==> config.mk <==
export PLATFORM = sky130hd
export DESIGN_NAME = dmem_arbiter
export DESIGN_NICKNAME = d
export VERILOG_FILES = /design/src/rtl/dmem_arb_pkg.sv /design/src/rtl/dmem_arb_age_ctr.sv /design/src/rtl/dmem_arbiter.sv
export SDC_FILE = /design/constraint.sdc
export NUM_CORES = 1
export LEC_CHECK = 0
export BUFFER_PORTS_ARGS = -buffer_cell sky130_fd_sc_hd__buf_2
export CORE_UTILIZATION = 33
export CTS_BUF_LIST = sky130_fd_sc_hd__clkbuf_16
export DETAILED_ROUTE_END_ITERATION = 16
export HOLD_SLACK_MARGIN = 0.06
export PLACE_DENSITY_LB_ADDON = 0.3
export SYNTH_ARGS = -nofsm -noshare
export SYNTH_HDL_FRONTEND = slang
export SYNTH_SLANG_ARGS = --single-unit
==> constraint.sdc <==
create_clock -name clk -period 2.6 [get_ports clk]
set_input_delay 0.13 -clock clk [delete_from_list [all_inputs] [get_ports clk]]
set_output_delay 0.13 -clock clk [all_outputs]
set_load 0.01 [all_outputs]
==> src/rtl/dmem_arb_pkg.sv <==
// Shared types and default constants for the data-memory arbiter.
// No logic; the response-state enum and default parameter values only.
// Imported by dmem_arb_age_ctr and dmem_arbiter.
package dmem_arb_pkg;

    localparam int DEF_AW           = 8;
    localparam int DEF_DW           = 8;
    localparam int DEF_STARVE_LIMIT = 4;
    // Wide enough for the largest legal starve limit (15).
    localparam int AGE_W            = 4;

    // Which port, if any, is owed a read response this cycle.
    typedef enum logic [1:0] {
        IDLE   = 2'd0,
        CPU_RD = 2'd1,
        DBG_RD = 2'd2
    } rsp_state_t;

endpackage

==> src/rtl/dmem_arb_age_ctr.sv <==
// Debug-port age counter: counts cycles debug waits, raises starve at the limit.
// Latency: starve is registered-state derived, valid in the cycle the count is reached.
// Backpressure: none; counter saturates at STARVE_LIMIT and clears on grant or req drop.
// Ports: clk, rst_n (async active-low), dbg_req, dbg_gnt in; starve out.
module dmem_arb_age_ctr
    import dmem_arb_pkg::*;
#(
    parameter int STARVE_LIMIT = DEF_STARVE_LIMIT
) (
    input  logic clk,
    input  logic rst_n,
    input  logic dbg_req,
    input  logic dbg_gnt,
    output logic starve
);

    localparam logic [AGE_W-1:0] LIMIT = AGE_W'(STARVE_LIMIT);

    logic [AGE_W-1:0] age;

    always_ff @(posedge clk or negedge rst_n) begin
        if (!rst_n) begin
            age <= '0;
        end else if (!dbg_req || dbg_gnt) begin
            age <= '0;
        end else if (age != LIMIT) begin
            age <= age + AGE_W'(1);
        end
    end

    // Derived only from the register, so the grant logic that consumes it
    // has no combinational loop back through dbg_gnt.
    assign starve = (age == LIMIT);

endmodule

==> src/rtl/dmem_arbiter.sv <==
// Two-port (CPU, debug host) arbiter in front of a single-port synchronous RAM.
// Latency: grant same cycle as request; read data returned exactly 1 cycle after grant.
// Backpressure: ungranted requester holds req/addr/data; CPU priority, debug wins after STARVE_LIMIT waits.
// Ports: clk, rst_n; cpu_* and dbg_* request/response ports; mem_* RAM port;
//        debug_dout trace of CPU store data / load results; busy = response pending.
// Optional: define DMEM_ARB_TRACE_EN to build the debug_dout trace register
//           (otherwise debug_dout is tied to 0).
module dmem_arbiter
    import dmem_arb_pkg::*;
#(
    parameter int AW           = DEF_AW,
    parameter int DW           = DEF_DW,
    parameter int STARVE_LIMIT = DEF_STARVE_LIMIT
) (
    input  logic          clk,
    input  logic          rst_n,
    input  logic          cpu_req,
    input  logic          cpu_we,
    input  logic [AW-1:0] cpu_addr,
    input  logic [DW-1:0] cpu_wdata,
    output logic          cpu_gnt,
    output logic          cpu_rvalid,
    output logic [DW-1:0] cpu_rdata,
    input  logic          dbg_req,
    input  logic          dbg_we,
    input  logic [AW-1:0] dbg_addr,
    input  logic [DW-1:0] dbg_wdata,
    output logic          dbg_gnt,
    output logic          dbg_rvalid,
    output logic [DW-1:0] dbg_rdata,
    output logic          mem_en,
    output logic          mem_we,
    output logic [AW-1:0] mem_addr,
    output logic [DW-1:0] mem_wdata,
    input  logic [DW-1:0] mem_rdata,
    output logic [DW-1:0] debug_dout,
    output logic          busy
);

    rsp_state_t state;
    rsp_state_t state_nxt;
    logic       starve;

    dmem_arb_age_ctr #(
        .STARVE_LIMIT (STARVE_LIMIT)
    ) u_age_ctr (
        .clk     (clk),
        .rst_n   (rst_n),
        .dbg_req (dbg_req),
        .dbg_gnt (dbg_gnt),
        .starve  (starve)
    );

    // Grants are gated by rst_n so every output is quiet while reset is held,
    // even though the grant path itself is purely combinational.
    always_comb begin
        dbg_gnt = 1'b0;
        cpu_gnt = 1'b0;
        if (rst_n) begin
            dbg_gnt = dbg_req & (~cpu_req | starve);
            cpu_gnt = cpu_req & ~dbg_gnt;
        end
    end

    always_comb begin
        mem_en    = cpu_gnt | dbg_gnt;
        mem_we    = 1'b0;
        mem_addr  = '0;
        mem_wdata = '0;
        if (cpu_gnt) begin
            mem_we    = cpu_we;
            mem_addr  = cpu_addr;
            mem_wdata = cpu_wdata;
        end else if (dbg_gnt) begin
            mem_we    = dbg_we;
            mem_addr  = dbg_addr;
            mem_wdata = dbg_wdata;
        end
    end

    // Response FSM: state register
    always_ff @(posedge clk or negedge rst_n) begin
        if (!rst_n) begin
            state <= IDLE;
        end else begin
            state <= state_nxt;
        end
    end

    // Response FSM: next state. Re-evaluated every cycle so reads can issue
    // back to back with no bubble.
    always_comb begin
        state_nxt = IDLE;
        if (cpu_gnt && !cpu_we) begin
            state_nxt = CPU_RD;
        end else if (dbg_gnt && !dbg_we) begin
            state_nxt = DBG_RD;
        end
    end

    // Response FSM: outputs
    always_comb begin
        cpu_rvalid = 1'b0;
        cpu_rdata  = '0;
        dbg_rvalid = 1'b0;
        dbg_rdata  = '0;
        case (state)
            CPU_RD: begin
                cpu_rvalid = 1'b1;
                cpu_rdata  = mem_rdata;
            end
            DBG_RD: begin
                dbg_rvalid = 1'b1;
                dbg_rdata  = mem_rdata;
            end
            default: ;
        endcase
    end

    assign busy = (state != IDLE);

`ifdef DMEM_ARB_TRACE_EN
    logic [DW-1:0] trace_q;

    // A new CPU store beats a load result arriving in the same cycle: the
    // store was issued later in program order. Debug traffic never traces.
    always_ff @(posedge clk or negedge rst_n) begin
        if (!rst_n) begin
            trace_q <= '0;
        end else if (cpu_gnt && cpu_we) begin
            trace_q <= cpu_wdata;
        end else if (state == CPU_RD) begin
            trace_q <= mem_rdata;
        end
    end

    assign debug_dout = trace_q;
`else
    assign debug_dout = '0;
`endif

endmodule

==> flow_summary_export.csv <==
group,metric,value,unit
outcome,outcome,"finished, final reports clean",
final_layout,antennaDiodeCount,0,
global_routing,grt_max_degree,21,
yosys,avgSynthCellArea,8.51,um^2
critical_path,cp-start-kind,"flop",
drt,routed_wl,1.95,mm
sta,setup_viol,0,
clocking,cts_tree,"done",
sta,skew,0.000566,ns
floorplanning,die_y,48.0,um
clocking,cts_root_buffer,"clkbuf_16",
global_routing,globalRouteMet1Util,0.172,
clocking,h-tree-depth,1,
placed_design,placed_area,1080,um^2
yosys,netlist.area_leader.share,0.215,
sta,slew_headroom,0.469,
critical_path,path_class,"reg2out",
clocking,cts_buffer_depth,2,
floorplanning,die_x,48.0,um
pwr,powerDensity,428,nW/um^2
final_layout,nets,214,
sta,slew_violations,0,
sta,rsz0062_at_grt,"no",
drt,vias_per_cell,4.58,
final_layout,area_delta_synth_final,67.4,%
critical_path,cp_max_fo,20,
critical_path,timing.rr.start,"u_age_ctr.age[0]",
sta,fin_setup_tns,0,ns
pwr,switching_power,130,uW
drt,dr.first_iter.drc_count,4,
job,drv_cap,0,
critical_path,worstReg2RegEnd,"state[0]",
drt,drc,0,
yosys,synth_cells,82,
clocking,cts_made_buffers,3,
placed_design,hpwl,1.62,mm
global_routing,grt_use_met3,0.0226,
sta,tightest_slew,0.796,ns
floorplanning,rows,16,
floorplanning,start_util,0.352,
global_routing,grt_pass1_wl,2.40,mm
sta,finalCritPeriodShare,0.868,
critical_path,rrSetupSlack,0.80,ns
hold_path,hold_path.class,"in2reg",
clocking,cts_setup_buffers,0,
critical_path,critPathCapture,"mem_wdata[2]",
pwr,netSwitchingFraction,0.260,
critical_path,cp-startpoint,"u_age_ctr.age[0]",
pwr,intPower,370,uW
pwr,p_comb_frac,0.288,
yosys,seq_area_frac_synth,0.215,
floorplanning,coreArea,1980,um^2
yosys,postSynthRegisterBits,6,
drt,vias,875,
global_routing,antenna_found_initial,0,
pwr,clkPwrFrac,0.503,
clocking,worstSkewPairLatency,0.23,ns
clocking,cts.sinks,6,
sta,hold_viol,0,
final_layout,finalInstanceArea,1170,um^2
critical_path,reg2reg_depth,5,
yosys,syn_area,698,um^2
drt,firstDrtPassIters,4,
critical_path,critPathCaptureType,"primary output",
sta,max_freq,0.443,GHz
yosys,synth.distinct_cells,26,
global_routing,grt_usage,0.152,
yosys,synth_warnings,0,
pwr,vdd_drop_max,0.000357,V
critical_path,arrival,2.13,ns
sta,fin_crit,2.26,ns
final_layout,drive_gt1_frac,0.555,
pwr,seq_power_share,0.208,
pwr,p_leak,0.726,nW
drt,ant_nets,0,
yosys,synth_largest_area_cell,"dfrtp_1",
global_routing,use_met2,0.270,
global_routing,grt_remaining_overflow,0,
yosys,synth_area_leaders,"dfrtp_1, a22o_1, and2_1",
global_routing,grt_pass1_vias,629,
placed_design,portBuffers,84,
drt,wl_per_cell,10.2,um
clocking,path_clk_slew,0.03,ns
floorplanning,die_area,2300,um^2
critical_path,cp_data_required_time,2.47,ns
pwr,power,500,uW
floorplanning,io_pins,93,
final_layout,fin_util,0.590,
placed_design,gp_congestion,0.750,
global_routing,top_usage_layer,"met2",
==> layer usage <==
metal,share of wire,up-vias
li1,-,433
met1,0.41,378
met2,0.48,60
met3,0.097,4
met4,0.014,0
met5,0,-
==> power by group through the flow <==
| stage | logic (mW) | clock network (mW) | registers (mW) |
|---|---|---|---|
| after floorplan | 0.0873 | 0 | 0.104 |
| after global placement | 0.139 | 0 | 0.105 |
| after detailed placement | 0.143 | 0 | 0.105 |
| after CTS | 0.145 | 0.252 | 0.104 |
| after global routing | 0.161 | 0.260 | 0.105 |
| final | 0.144 | 0.252 | 0.104 |
==> sequential cells by signal (all words and copies together) (netlist names) <==
register / flops
state: 2
u_age_ctr.age: 4
==> cell usage after synthesis <==
| library cell | count |
|---|---|
| and3b_4 | 1 |
| nand3b_1 | 1 |
| xnor2_1 | 2 |
| a211oi_1 | 1 |
| ha_1 | 2 |
| and2b_1 | 1 |
| nand2_1 | 2 |
| nor2_1 | 1 |
| a21oi_2 | 1 |
| dfrtp_1 | 6 |
| buf_2 | 1 |
| inv_1 | 3 |
| buf_4 | 9 |
| clkbuf_1 | 2 |
| a21boi_0 | 1 |
| and2_1 | 16 |
| nor2b_1 | 3 |
| or2_2 | 1 |
| buf_6 | 2 |
| conb_1 | 1 |
| nand3_1 | 1 |
| mux2i_1 | 2 |
| a22o_1 | 17 |
| nor3_1 | 3 |
| or2_1 | 1 |
| a21oi_1 | 1 |
==> cell families (layout without fill, tap and decap cells) <==
group                    count (synthesis)  count (layout)  share of synthesized area
multiplexers                             2               2                     0.0287
flip-flops                               6               6                      0.215
XOR/XNOR                                 2               2                     0.0251
AND/OR/NAND/NOR                         31              31                      0.272
other                                    1               8                    0.00537
adder cells (fa/ha/maj)                  2               2                     0.0358
AO/OA/AOI/OAI                           21              21                      0.254
buffers and inverters                   17              92                      0.163
==> worst max-delay path: stages, from the launching register on <==
cell and delay, ns:
dfrtp_1 0.36, inv_1 0.08, ha_1 0.23, and3b_4 0.22, a21oi_2 0.62, a22o_1 0.26, buf_2 0.13
==> stage by stage <==
step / hold slack, ns / std cells / setup slack (ns)
global route: 0.0735 / 191 / 0.207
CTS: 0.0639 / 191 / 0.353
finish: 0.0654 / 191 / 0.343
floorplan: -0.166 / 89 / 1.14
detailed placement: -0.0223 / 187 / 0.593
global placement: -0.0251 / 187 / 0.667
==> cells in the final DEF, fill, tap and decap left out, types with 2 or more instances in the layout <==
cell type	n
ha_1	2
dfrtp_1	6
inv_1	3
conb_1	8
buf_2	84
xnor2_1	2
nor2b_1	3
nor3_1	3
and2_1	16
nand2_1	2
a22o_1	17
mux2i_1	2
clkbuf_16	3
==> timing repair <==
| action | 4_1_cts | 5_1_grt |
|---|---|---|
| hold buffers | 1 | 0 |
| endpoints found under the setup margin | 0 | 0 |
| hold endpoints to repair | 6 | 0 |
| resized for setup | 0 | 0 |
==> area by class of cell <==
cell class	instances	area (um^2)
Tap cell	27	33.8
Fill cell	190	813
Sequential cell	6	150
Timing Repair Buffer	86	438
Inverter	3	11.3
Multi-Input combinational cell	66	460
Clock buffer	3	75.1
==> worst min-delay path by stage <==
| stage | startpoint | endpoint | cells after the start |
|---|---|---|---|
| global route | dbg_we | state[1] | 2 |
| floorplan | rst_n | state[0] | 0 |
| global placement | rst_n | u_age_ctr.age[1] | 1 |
| CTS | dbg_we | state[1] | 2 |
| detailed placement | rst_n | u_age_ctr.age[0] | 1 |
| finish | dbg_we | state[1] | 2 |
Note: power is estimated with default switching activity, not from simulation.
